[src/rtl/data_mem_port.sv]
// Purpose : initiator side of the 19-bit CPU data-memory port; computes base+offset,
//           range-checks it, drives one RAM access and returns a registered response.
// Latency : request handshake -> rsp_valid after 3 cycles (load), 2 (store), 1 (range error).
// Backpressure: one request in flight; req_ready is low until the response handshakes,
//           and rsp_* are held stable while rsp_ready is low.
//
// Ports:
//   clk, rst                       clock, asynchronous active-high reset
//   req_valid/req_ready            request handshake
//   req_we, req_base, req_off,     request: store flag, base, signed offset,
//   req_wdata, req_rd                       store data, destination tag
//   rsp_valid/rsp_ready            response handshake
//   rsp_rdata, rsp_rd, rsp_we,     response: load data, echoed tag, echoed we,
//   rsp_err                                  out-of-range flag
//   mem_en, mem_we, mem_addr,      single-port RAM controls (active only in ACCESS)
//   mem_din, mem_dout
//   load_cnt, store_cnt, err_cnt   saturating completion counters
module data_mem_port #(
    parameter int DATA_W    = 19,
    parameter int ADDR_W    = 10,
    parameter int MEM_DEPTH = 1024,
    parameter int CNT_W     = 16
) (
    input  logic              clk,
    input  logic              rst,
    input  logic              req_valid,
    output logic              req_ready,
    input  logic              req_we,
    input  logic [DATA_W-1:0] req_base,
    input  logic [ADDR_W-1:0] req_off,
    input  logic [DATA_W-1:0] req_wdata,
    input  logic [2:0]        req_rd,
    output logic              rsp_valid,
    input  logic              rsp_ready,
    output logic [DATA_W-1:0] rsp_rdata,
    output logic [2:0]        rsp_rd,
    output logic              rsp_we,
    output logic              rsp_err,
    output logic              mem_en,
    output logic              mem_we,
    output logic [ADDR_W-1:0] mem_addr,
    output logic [DATA_W-1:0] mem_din,
    input  logic [DATA_W-1:0] mem_dout,
    output logic [CNT_W-1:0]  load_cnt,
    output logic [CNT_W-1:0]  store_cnt,
    output logic [CNT_W-1:0]  err_cnt
);

    typedef enum logic [1:0] {IDLE, ACCESS, CAPTURE, RESP} state_t;

    localparam logic [DATA_W-1:0] DEPTH = DATA_W'(MEM_DEPTH);
    localparam logic [CNT_W-1:0]  CMAX  = {CNT_W{1'b1}};

    state_t            state;
    logic [DATA_W-1:0] ea;
    logic              ea_ok;
    logic              req_fire;

    // Offset is sign-extended to the full data width; the sum wraps modulo 2^DATA_W,
    // so small bases with negative offsets land near the top and fail the range check.
    assign ea       = req_base + {{(DATA_W-ADDR_W){req_off[ADDR_W-1]}}, req_off};
    assign ea_ok    = (ea < DEPTH);

    // Combinational so it is low during reset and high on the very first cycle after.
    assign req_ready = (state == IDLE) && !rst;
    assign req_fire  = req_valid && req_ready;

    always_ff @(posedge clk or posedge rst) begin
        if (rst) begin
            state     <= IDLE;
            rsp_valid <= 1'b0;
            rsp_rdata <= '0;
            rsp_rd    <= '0;
            rsp_we    <= 1'b0;
            rsp_err   <= 1'b0;
            mem_en    <= 1'b0;
            mem_we    <= 1'b0;
            mem_addr  <= '0;
            mem_din   <= '0;
            load_cnt  <= '0;
            store_cnt <= '0;
            err_cnt   <= '0;
        end else begin
            case (state)
                IDLE: begin
                    if (req_fire) begin
                        rsp_we    <= req_we;
                        rsp_rd    <= req_rd;
                        rsp_rdata <= '0;
                        if (ea_ok) begin
                            rsp_err  <= 1'b0;
                            // RAM controls are registered here so they are valid for
                            // exactly the ACCESS cycle; mem_din doubles as the store-data latch.
                            mem_en   <= 1'b1;
                            mem_we   <= req_we;
                            mem_addr <= ea[ADDR_W-1:0];
                            mem_din  <= req_wdata;
                            state    <= ACCESS;
                        end else begin
                            rsp_err   <= 1'b1;
                            rsp_valid <= 1'b1;
                            state     <= RESP;
                        end
                    end
                end
                ACCESS: begin
                    mem_en   <= 1'b0;
                    mem_we   <= 1'b0;
                    mem_addr <= '0;
                    mem_din  <= '0;
                    if (rsp_we) begin
                        // Stores skip CAPTURE; whatever the RAM drives on mem_dout is ignored.
                        rsp_valid <= 1'b1;
                        state     <= RESP;
                    end else begin
                        state <= CAPTURE;
                    end
                end
                CAPTURE: begin
                    rsp_rdata <= mem_dout;
                    rsp_valid <= 1'b1;
                    state     <= RESP;
                end
                RESP: begin
                    if (rsp_ready) begin
                        rsp_valid <= 1'b0;
                        state     <= IDLE;
                        if (rsp_err) begin
                            if (err_cnt != CMAX) err_cnt <= err_cnt + 1'b1;
                        end else if (rsp_we) begin
                            if (store_cnt != CMAX) store_cnt <= store_cnt + 1'b1;
                        end else begin
                            if (load_cnt != CMAX) load_cnt <= load_cnt + 1'b1;
                        end
                    end
                end
                default: state <= IDLE;
            endcase
        end
    end

endmodule
[config.mk]
export PLATFORM = sky130hd
export DESIGN_NAME = data_mem_port
export DESIGN_NICKNAME = d
export VERILOG_FILES = /design/src/rtl/data_mem_port.sv
export SDC_FILE = /design/constraint.sdc
export NUM_CORES = 1
export LEC_CHECK = 0
export ABC_AREA = 1
export BUFFER_PORTS_ARGS = -buffer_cell sky130_fd_sc_hd__buf_2
export CORE_UTILIZATION = 35
export CTS_BUF_LIST = sky130_fd_sc_hd__clkbuf_4
export DETAILED_ROUTE_END_ITERATION = 7
export PLACE_DENSITY_LB_ADDON = 0.05
export SLEW_MARGIN = 20
export SYNTH_ARGS = -nofsm -noshare
export SYNTH_HDL_FRONTEND = slang
export SYNTH_SLANG_ARGS = --single-unit
export TNS_END_PERCENT = 50
[constraint.sdc]
create_clock -name clk -period 8.3 [get_ports clk]
set_input_delay 1.66 -clock clk [delete_from_list [all_inputs] [get_ports clk]]
set_output_delay 1.66 -clock clk [all_outputs]
set_load 0.05 [all_outputs]
=== After elaboration in Yosys (flattened, before gate mapping) ===
Index checks and enable logic that the tools add are counted.

* Bits in read-only memories: 0
* Output and inout bits: 105
* Memories: 0
* Flip-flop bits (word level): 106
* Logic and storage cells: 70
* Bits in writable memories: 0
* Latch bits: 0

* Div/mod/pow operators: 0
* Order comparisons: 1
* Reduce and logical (&&, ||, !) cells: 14
* Multiply operators: 0
* Multiplexer cells: 25
* Shift operators: 0
* Bitwise operators: 2
* Equality and inequality tests: 11
* $add $sub $neg: 4

{| class="wikitable"
|+ Operators with widths
! cell !! count
|-
| $pmux 19 s2 || 2
|-
| $mux 19 || 3
|-
| $add 16x1->16 const B || 3
|-
| $ne 16x16->1 const B || 3
|-
| $mux 10 || 2
|-
| $pmux 10 s2 || 1
|-
| $add 19x19->19 || 1
|-
| $lt 19x11->1 const B || 1
|-
| $mux 1 || 10
|-
| $ne 2x2->1 const B || 5
|-
| $reduce_and 5->1 || 2
|-
| $pmux 2 s4 || 1
|-
| $reduce_and 4->1 || 2
|-
| $mux 2 || 3
|-
| $reduce_and 2->1 || 3
|-
| $eq 2x2->1 const B || 2
|-
| $pmux 1 s2 || 2
|-
| $pmux 1 s4 || 1
|-
| $reduce_bool 2->1 || 2
|-
| $reduce_and 3->1 || 1
|-
| $eq 2x1->1 const B || 1
|-
| $logic_and 1x1->1 || 2
|-
| $logic_not 2->1 || 1
|-
| $not 1->1 || 2
|-
| $logic_not 1->1 || 1
|}

=== Depth between registers and ports, before layout ===
Gate-level depths: netlist (run 1).

* Depth in word-level cells: 5
* Mapped depth: 19
* Mapped depth without buffers: 19

=== Worst setup path before layout (run 1) ===
OpenSTA, ideal clock, no wires.

* Kind: input to output
* From: input port rst
* To: output port req_ready
* Arrival time: 2.342 ns
* Data required time: 6.640 ns
* Stages on the path: 1
* Slack: 4.298 ns
* Path through: nor2_1

* Word-level cells in the longest chain between the ends: 2

{| class="wikitable"
|+ Ends and longest elaborated chain
! element !! line !! text
|-
| start: declaration || 25 || <nowiki>input logic rst,</nowiki>
|-
| $logic_not 1->1 (no line) || n/a ||
|-
| $logic_and 1x1->1 || 65 || <nowiki>assign req_ready = (state == IDLE) && !rst;</nowiki>
|-
| end: declaration || 27 || <nowiki>output logic req_ready,</nowiki>
|}

Every way passes these cells.

=== Final worst setup path (run 1) ===
Same ends and word-level chain as after synthesis.

==> flow_metrics.tcl, run 1 <==
set metrics [dict create \
    cts_tree "yes" \
    period_share_pct 46.2 \
    clk_pin_slew_worst_paths_ps 150 \
    setup_tns_ps 0 \
    worstHoldStart "rsp_valid$_DFFE_PP0P_" \
    cts.sinks 106 \
    grt_pass1_vias 5312 \
    postCtsSetupBuffers 0 \
    worstPathRequired_ps 6640 \
    synthCells 781 \
    r2r_slack_ps 5040 \
    grt.total_usage_pct 17.8 \
    preCtsSetupSlack_ps 4000 \
    coreArea_sq_um 17400 \
    wl_per_cell_um 13.6 \
    syn2layout_area_growth_pct 18.7 \
    dieArea_sq_um 18500 \
    final_common_cell "nand2_1" \
    grt_max_degree 63 \
    root_buffer "clkbuf_4" \
    initial_core_util_pct 36.1 \
    finalHoldViolations 0 \
    vias_per_cell 4.67 \
    arrival_ps 2180 \
    irDropWorstVdd_mv 0.170 \
    clockBufferDepth 2 \
    cp_max_fo 2 \
    dieWidth_um 136 \
    tightestPinTransition_ps 1010 \
    cts_resized 0 \
    place.gp.congestion 0.780 \
    synth_fp_nets 883 \
    cts-htree-levels 3 \
    hpwl_mm 12.1 \
    ys_seq_area_share_pct 42.1 \
    min_period_ps 3840 \
    ctsHoldBuffers 0 \
    slew_headroom_pct 32.8 \
    yosys_warnings 0 \
    grt_pass1_wl_mm 26.0 \
    grt-ovfl-total 0 \
    status "finished, final reports clean" \
    syn_area_per_cell_sq_um 8.06 \
    skew_ps 29.6 \
    rsz0062_at_grt "false" \
    start_kind "primary input" \
    max_freq_mhz 261 \
    setup_viol 0 \
    nets 1052 \
    cp-end-kind "primary output" \
    setup.worst_path.class "in -> out" \
    detail_route.wirelength_mm 16.0 \
    rows 48 \
    vias 5521 \
    dr.pass1.iters 5 \
    layout_common_cells "217 x nand2_1, 179 x buf_2, 106 x dfrtp_1, 92 x inv_1, 78 x nand3_1" \
    io_buffers 179 \
    p_leak_nw 4.32 \
    netlist_area_sq_um 6290 \
    p_per_area_nw_per_um2 236 \
    dieHeight_um 136 \
    cts_made_buffers 9 \
    drc 0 \
    hp-class "reg -> reg" \
    antenna_found_initial 2 \
    drive_gt1_share_pct 26.6 \
    report.final.slew_viol_count 0 \
    insertion_delay_ps 470 \
    setup_ws_ps 4460 \
    ios 180 \
    drtIter0Drc 261 \
    antenna_left 0 \
    synthDistinctLibCells 39 \
    ys_ff_latch 106 \
    r2r-start "state[0]$_DFFE_PP0P_" \
    startpoint "rst" \
    drv_cap 0 \
    holdWs_ps 491 \
]
[stage by stage]
step	cell area [sq um]	power, mW	util [%]	std cells
detailed placement	7330	1.51	42.1	1164
CTS	7470	1.79	42.9	1180
global route	7470	1.89	42.9	1181
floorplan	6290	1.31	-	781
finish	7470	1.77	42.9	1181
global placement	7330	1.51	42.1	1164
[critical path: stages]
cell	delay [ps]
buf_2	120
nor2_1	120
buf_2	270
[cell usage after synthesis]
| cell | number | area share [%] |
|---|---|---|
| buf_2 | 5 | 0.40 |
| xor2_1 | 30 | 4.2 |
| nand2_1 | 218 | 13 |
| clkbuf_1 | 7 | 0.42 |
| or2_1 | 1 | 0.099 |
| inv_1 | 93 | 5.5 |
| nand3_1 | 78 | 6.2 |
| nand4_1 | 39 | 3.9 |
| nand2_2 | 6 | 0.60 |
| a31oi_1 | 1 | 0.099 |
| fa_1 | 1 | 0.32 |
| xnor2_1 | 18 | 2.5 |
| inv_2 | 5 | 0.30 |
| buf_6 | 7 | 1.3 |
| o31ai_1 | 1 | 0.12 |
| o22ai_1 | 1 | 0.099 |
| o21ai_2 | 1 | 0.14 |
| or2_2 | 1 | 0.099 |
| nand3_4 | 1 | 0.28 |
| o21a_1 | 1 | 0.12 |
| dfrtp_1 | 106 | 42 |
| o21ai_0 | 6 | 0.48 |
| and2_1 | 1 | 0.099 |
| nor3_2 | 1 | 0.16 |
| a21oi_1 | 21 | 1.7 |
| nor2_2 | 6 | 0.60 |
| and3_1 | 1 | 0.099 |
| nand3b_1 | 2 | 0.24 |
| nor2_1 | 45 | 2.7 |
| clkbuf_4 | 1 | 0.12 |
| ha_1 | 26 | 5.2 |
| a21oi_2 | 2 | 0.28 |
| buf_4 | 3 | 0.36 |
| nand3_2 | 30 | 4.8 |
| nor2_4 | 2 | 0.36 |
| nand4_2 | 1 | 0.20 |
| nor4_1 | 1 | 0.099 |
| nor3_1 | 10 | 0.80 |
| clkinv_1 | 1 | 0.060 |
[flip-flops by register name, summed over array words and instances (netlist names)]
register and flops:
rsp_we 1, rsp_rd 3, mem_en 1, mem_din 19, load_cnt 16, rsp_err 1, mem_addr 10, err_cnt 16
rsp_rdata 19, mem_we 1, store_cnt 16, state 2, rsp_valid 1
[per-layer routing]
| metal | up-vias | GRT usage [%] | part of all wire (%) |
|---|---|---|---|
| met3 | 18 | 3.06 | 3.6 |
| met2 | 114 | 29.6 | 48 |
| met5 | - | 0 | 0.062 |
| met1 | 2537 | 23.3 | 47 |
| met4 | 2 | 5.93 | 1.5 |
| li1 | 2850 | - | - |
[cell type report]
cell class | instances | area [sq um]
well taps | 225 | 282
fillers | 1867 | 9940
flip-flops and latches | 106 | 2650
clock buffers | 10 | 75.1
multi-input cells | 553 | 3110
clock inverters | 6 | 63.8
diodes | 1 | 2.50
inverters | 99 | 374
repair buffers | 181 | 911
[cell families (layout without fill, tap and decap cells)]
kind of cell             after synthesis  in the layout  synth area share [%]
AND/OR/NAND/NOR                      444            444                  34.2
other                                  0              1                     0
AO/OA/AOI/OAI                         34             34                  3.00
adder cells (fa/ha/maj)               27             27                  5.49
XOR/XNOR                              48             48                  6.68
flip-flops                           106            106                  42.1
buffers and inverters                122            296                  8.45
[report_power, final]
part	leakage (nW)	switching (mW)	internal (mW)	total [mW]
Combinational	2.87	0.630	0.195	0.826
Clock	0.0748	0.180	0.0962	0.276
Sequential	1.38	0.0627	0.602	0.664
[worst paths after layout]
kind / to / depth (start not counted)
setup / recovery: req_ready / 3
hold / removal: rsp_valid$_DFFE_PP0P_ / 2
setup reg to reg: rsp_valid$_DFFE_PP0P_ / 11
hold reg to reg: rsp_valid$_DFFE_PP0P_ / 2
max in group asynchronous: mem_addr[6]$_DFFE_PP0P_ / 3
min in group asynchronous: err_cnt[7]$_DFFE_PP0P_ / 2
(Power assumes the default switching activity.)
==> run 2: changes to the inputs <==
clock period = 3.9 ns   (was 8.3 ns; I/O delays follow)
==> flow_metrics.tcl, run 2 (same netlist as run 1, synthesis figures left out) <==
set metrics [dict create \
    status "finished, final reports clean" \
    dieWidth_um 136 \
    dieHeight_um 136 \
    fin_cells 1183 \
    ctsHoldBuffers 0 \
    reg_top3 "mem_din (19), rsp_rdata (19)" \
    skew_ps 20.2 \
    grt-ovfl-total 0 \
    cp_common_cell "nand2_1" \
    start_kind "primary input" \
    io_buffers 179 \
    worstPathRequired_ps 4270 \
    hp-class "in -> async" \
    cp-end-kind "flip-flop" \
    endpoint "mem_din[18]$_DFFE_PP0P_" \
    dp.cells 1167 \
    vias 5556 \
    ios 180 \
    irDropWorstVdd_mv 0.323 \
    cts_tree "yes" \
    insertion_delay_ps 470 \
    r2r-end "rsp_valid$_DFFE_PP0P_" \
    slew_headroom_pct 28.4 \
    cts-htree-levels 3 \
    startpoint "req_base[0]" \
    min_period_ps 2930 \
    cts_resized 0 \
    period_share_pct 75.1 \
    slowest_stage "nand3_4" \
    drv_cap 0 \
    clockBufferDepth 2 \
    initial_core_util_pct 36.1 \
    vias_per_cell 4.70 \
    drive_gt1_share_pct 26.9 \
    coreArea_sq_um 17400 \
    tightestPinTransition_ps 1070 \
    place.gp.congestion 0.786 \
    clk_pin_slew_worst_paths_ps 160 \
    dr.pass1.iters 4 \
    hpwl_mm 12.1 \
    grt_pass1_vias 5227 \
    detail_route.wirelength_mm 16.1 \
    preCtsSetupSlack_ps 441 \
    fillers 1864 \
    r2r_slack_ps 1530 \
    setup_tns_ps 0 \
    finalHoldViolations 0 \
    antenna_found_initial 1 \
    max_freq_mhz 341 \
    critPathMaxStageDelay_ps 460 \
    cts.sinks 106 \
    path_cells "buf_2, ha_1, inv_1, fa_1, inv_1, nand2_1, nand2_1, nand3_1, nand2_1, nand2_1, nand2_1, nand2_1, nand2_1, nand2_1, a21oi_2, nand3_4, nand3_1, nand2_1" \
    root_buffer "clkbuf_4" \
    postCtsSetupBuffers 0 \
    setup.worst_path.class "in -> reg" \
    grt_max_degree 59 \
    final_common_cell "nand2_1" \
    layout_common_cells "217 x nand2_1, 179 x buf_2, 106 x dfrtp_1, 92 x inv_1, 78 x nand3_1" \
    setup_viol 0 \
    dieArea_sq_um 18500 \
    p_leak_nw 4.35 \
    fin_util_pct 43.1 \
    cts_made_buffers 9 \
    rows 48 \
    drtIter0Drc 188 \
    antenna_left 0 \
    reg2reg_depth 13 \
    cp_max_fo 32 \
    grt.total_usage_pct 18.0 \
    drc 0 \
    setup_ws_ps 970 \
    arrival_ps 3300 \
    syn2layout_area_growth_pct 19.2 \
    r2r-start "state[1]$_DFFE_PP0P_" \
    p_per_area_nw_per_um2 502 \
    grt_pass1_wl_mm 26.1 \
    wl_per_cell_um 13.6 \
    nets 1055 \
    report.final.slew_viol_count 0 \
    p_total_mw 3.76 \
    rsz0062_at_grt "false" \
]
run 2: stage by stage:
stage / hold WS, ps / area [sq um]
2_1_floorplan: 519 / 6290
3_3_place_gp: 457 / 7370
3_5_place_dp: 458 / 7370
4_1_cts: 357 / 7500
5_1_grt: 373 / 7500
6_report: 387 / 7500
run 2: how the worst min path moves through the flow:
| stage | startpoint | endpoint | slack, ps | cells after the start |
|---|---|---|---|---|
| after global placement | rsp_valid$_DFFE_PP0P_ | rsp_valid$_DFFE_PP0P_ | 460 | 2 |
| after CTS | rst | err_cnt[12]$_DFFE_PP0P_ | 360 | 2 |
| after floorplan | state[1]$_DFFE_PP0P_ | state[1]$_DFFE_PP0P_ | 520 | 2 |
| after global routing | rst | err_cnt[9]$_DFFE_PP0P_ | 370 | 2 |
| final | rst | rsp_rdata[18]$_DFFE_PP0P_ | 390 | 2 |
| after detailed placement | rsp_valid$_DFFE_PP0P_ | rsp_valid$_DFFE_PP0P_ | 460 | 2 |
run 2: cell type report:
cell class	instances	area, sq um	area share (%)
Antenna cell	1	2.50	0.0333
Clock buffer	11	82.6	1.10
Clock inverter	4	52.6	0.700
Inverter	99	374	4.98
Multi-Input combinational cell	553	3110	41.5
Sequential cell	106	2650	35.3
Tap cell	225	282	3.75
Timing Repair Buffer	184	946	12.6
run 2: metal layers:
metal | vias to the layer above | GRT usage, % | wire [um] | part of all wire, %
met5 | - | 0 | 0 | 0
met4 | 0 | 5.62 | 205 | 1.3
met3 | 14 | 3.09 | 630 | 3.9
met2 | 111 | 29.7 | 7740 | 48
met1 | 2577 | 23.9 | 7530 | 47
li1 | 2854 | - | - | -
run 2: critical path, delay by kind of cell:
kind / cells / cell delay, ps
adder cells (fa/ha/maj): 2 / 600
AND/OR/NAND/NOR: 12 / 1490
AO/OA/AOI/OAI: 1 / 190
buffers and inverters: 3 / 220
run 2: where the power goes:
part           leakage (nW)  internal [mW]  switching [mW]
clock                0.0773          0.210           0.370
combinational          2.89          0.426            1.34
sequential             1.38           1.28           0.134
total                  4.35           1.92            1.85
==> run 3: changes to the inputs <==
clock period = 2.5 ns   (was 3.9 ns; I/O delays follow)
==> flow_metrics.tcl, run 3 (same netlist as run 1, synthesis figures left out) <==
set metrics [dict create \
    cts.sinks 106 \
    initial_core_util_pct 36.1 \
    p_per_area_nw_per_um2 761 \
    r2r_slack_ps 390 \
    cts_tree "yes" \
    nets 1105 \
    clockBufferDepth 2 \
    drive_gt1_share_pct 30.5 \
    p_sw_share_pct 48.6 \
    root_buffer "clkbuf_4" \
    p_clk_share_pct 15.3 \
    pwr-share-seq_pct 36.6 \
    rsz0062_at_grt "false" \
    grt.total_usage_pct 18.1 \
    intPower_mw 3.10 \
    syn2layout_area_growth_pct 26.1 \
    place_area_sq_um 7790 \
    fin_area_sq_um 7940 \
    cp-end-kind "primary output" \
    reg_top3 "mem_din (19), rsp_rdata (19)" \
    drtIter0Drc 219 \
    insertion_delay_ps 460 \
    worstPathRequired_ps 2000 \
    r2r-start "state[1]$_DFFE_PP0P_" \
    dieHeight_um 136 \
    grt_pass1_vias 5225 \
    setup_tns_ps 0 \
    cts-htree-levels 3 \
    hpwl_mm 12.6 \
    slew_headroom_pct 54.6 \
    fillers 1858 \
    dieArea_sq_um 18500 \
    max_freq_mhz 440 \
    final_common_cell "nand2_1" \
    detail_route.wirelength_mm 16.3 \
    vias_per_cell 4.58 \
    power.net_switching_mw 2.94 \
    dieWidth_um 136 \
    coreArea_sq_um 17400 \
    p_leak_nw 4.60 \
    dp.cells 1217 \
    tightestPinTransition_ps 680 \
    irDropWorstVdd_mv 0.549 \
    drv_cap 0 \
    grt_pass1_wl_mm 26.3 \
    wl_per_cell_um 13.2 \
    fin_util_pct 45.6 \
    status "finished, final reports clean" \
    holdWs_ps 44.8 \
    rows 48 \
    min_period_ps 2270 \
    skew_ps 15.1 \
    layout_common_cells "216 x nand2_1, 179 x buf_2, 106 x dfrtp_1, 92 x inv_1, 78 x nand3_1" \
    antenna_found_initial 1 \
    reg2reg_depth 10 \
    drc 0 \
    clk_pin_slew_worst_paths_ps 170 \
    antenna_left 0 \
    grt_max_degree 65 \
    setup.worst_path.class "reg -> out" \
    cts_made_buffers 9 \
    period_share_pct 90.9 \
    io_buffers 179 \
    r2r-end "err_cnt[15]$_DFFE_PP0P_" \
    start_kind "flip-flop" \
    cp_max_fo 5 \
    finalHoldViolations 0 \
    report.final.slew_viol_count 0 \
    fin_cells 1234 \
    grt-ovfl-total 0 \
    dr.pass1.iters 4 \
    ios 180 \
    place.gp.congestion 0.813 \
    hp-class "in -> async" \
    arrival_ps 1770 \
    p_comb_share_pct 48.1 \
    vias 5656 \
    setup_viol 0 \
]
-- run 3: routing by layer --
| layer | track usage [%] | vias to the layer above | wire length (um) |
|---|---|---|---|
| met2 | 28.7 | 102 | 7590 |
| met4 | 5.00 | 0 | 199 |
| li1 | - | 2963 | - |
| met3 | 2.72 | 10 | 545 |
| met5 | 0 | - | 0 |
| met1 | 25.5 | 2581 | 7950 |
-- run 3: what timing repair did --
action | 4_1_cts | 5_1_grt
resized for setup | 0 | 1
hold buffers | 0 | 0
endpoints found under the hold margin | 0 | 0
setup buffers | 0 | 0
setup endpoints to repair | 0 | 5
-- run 3: critical path, cell delays in order, from the launching register on --
cell and delay [ps]:
dfrtp_1 430, inv_1 150, ha_1 220, inv_1 110, nor2_1 120, buf_2 280
-- run 3: power by group through the flow --
stage                     sequential (mW)  combinational (mW)  clock (mW)
final                                2.21                2.90       0.926
after global routing                 2.26                3.17        1.04
after CTS                            2.22                2.94       0.984
after detailed placement             2.25                2.93           0
after global placement               2.25                2.94           0
after floorplan                      3.14                1.23           0
-- run 3: final cells by class --
| class | count | area (sq um) | share of cell area, % |
|---|---|---|---|
| Antenna cell | 1 | 2.50 | 0.0315 |
| Clock buffer | 10 | 75.1 | 0.946 |
| Clock inverter | 6 | 65.1 | 0.820 |
| Inverter | 99 | 375 | 4.73 |
| Multi-Input combinational cell | 553 | 3120 | 39.2 |
| Sequential cell | 106 | 2650 | 33.4 |
| Tap cell | 225 | 282 | 3.55 |
| Timing Repair Buffer | 234 | 1370 | 17.3 |
-- run 3: metrics by stage --
step / power [mW] / setup WS (ps)
final: 6.04 / 227
after floorplan: 4.36 / -93.2
after CTS: 6.14 / 149
after global routing: 6.47 / 24.4
after global placement: 5.18 / -230
after detailed placement: 5.18 / -266
-- run 3: worst max-delay path by stage --
stage	from	to	slack, ps	cells past startpoint
6_report	state[0]$_DFFE_PP0P_	req_ready	230	5
5_1_grt	req_off[0]	mem_addr[5]$_DFFE_PP0P_	20	19
4_1_cts	state[0]$_DFFE_PP0P_	req_ready	150	5
3_5_place_dp	req_base[0]	mem_din[18]$_DFFE_PP0P_	-270	19
3_3_place_gp	req_base[0]	mem_din[18]$_DFFE_PP0P_	-230	19
2_1_floorplan	state[0]$_DFFE_PP0P_	rsp_rdata[0]$_DFFE_PP0P_	-90	10
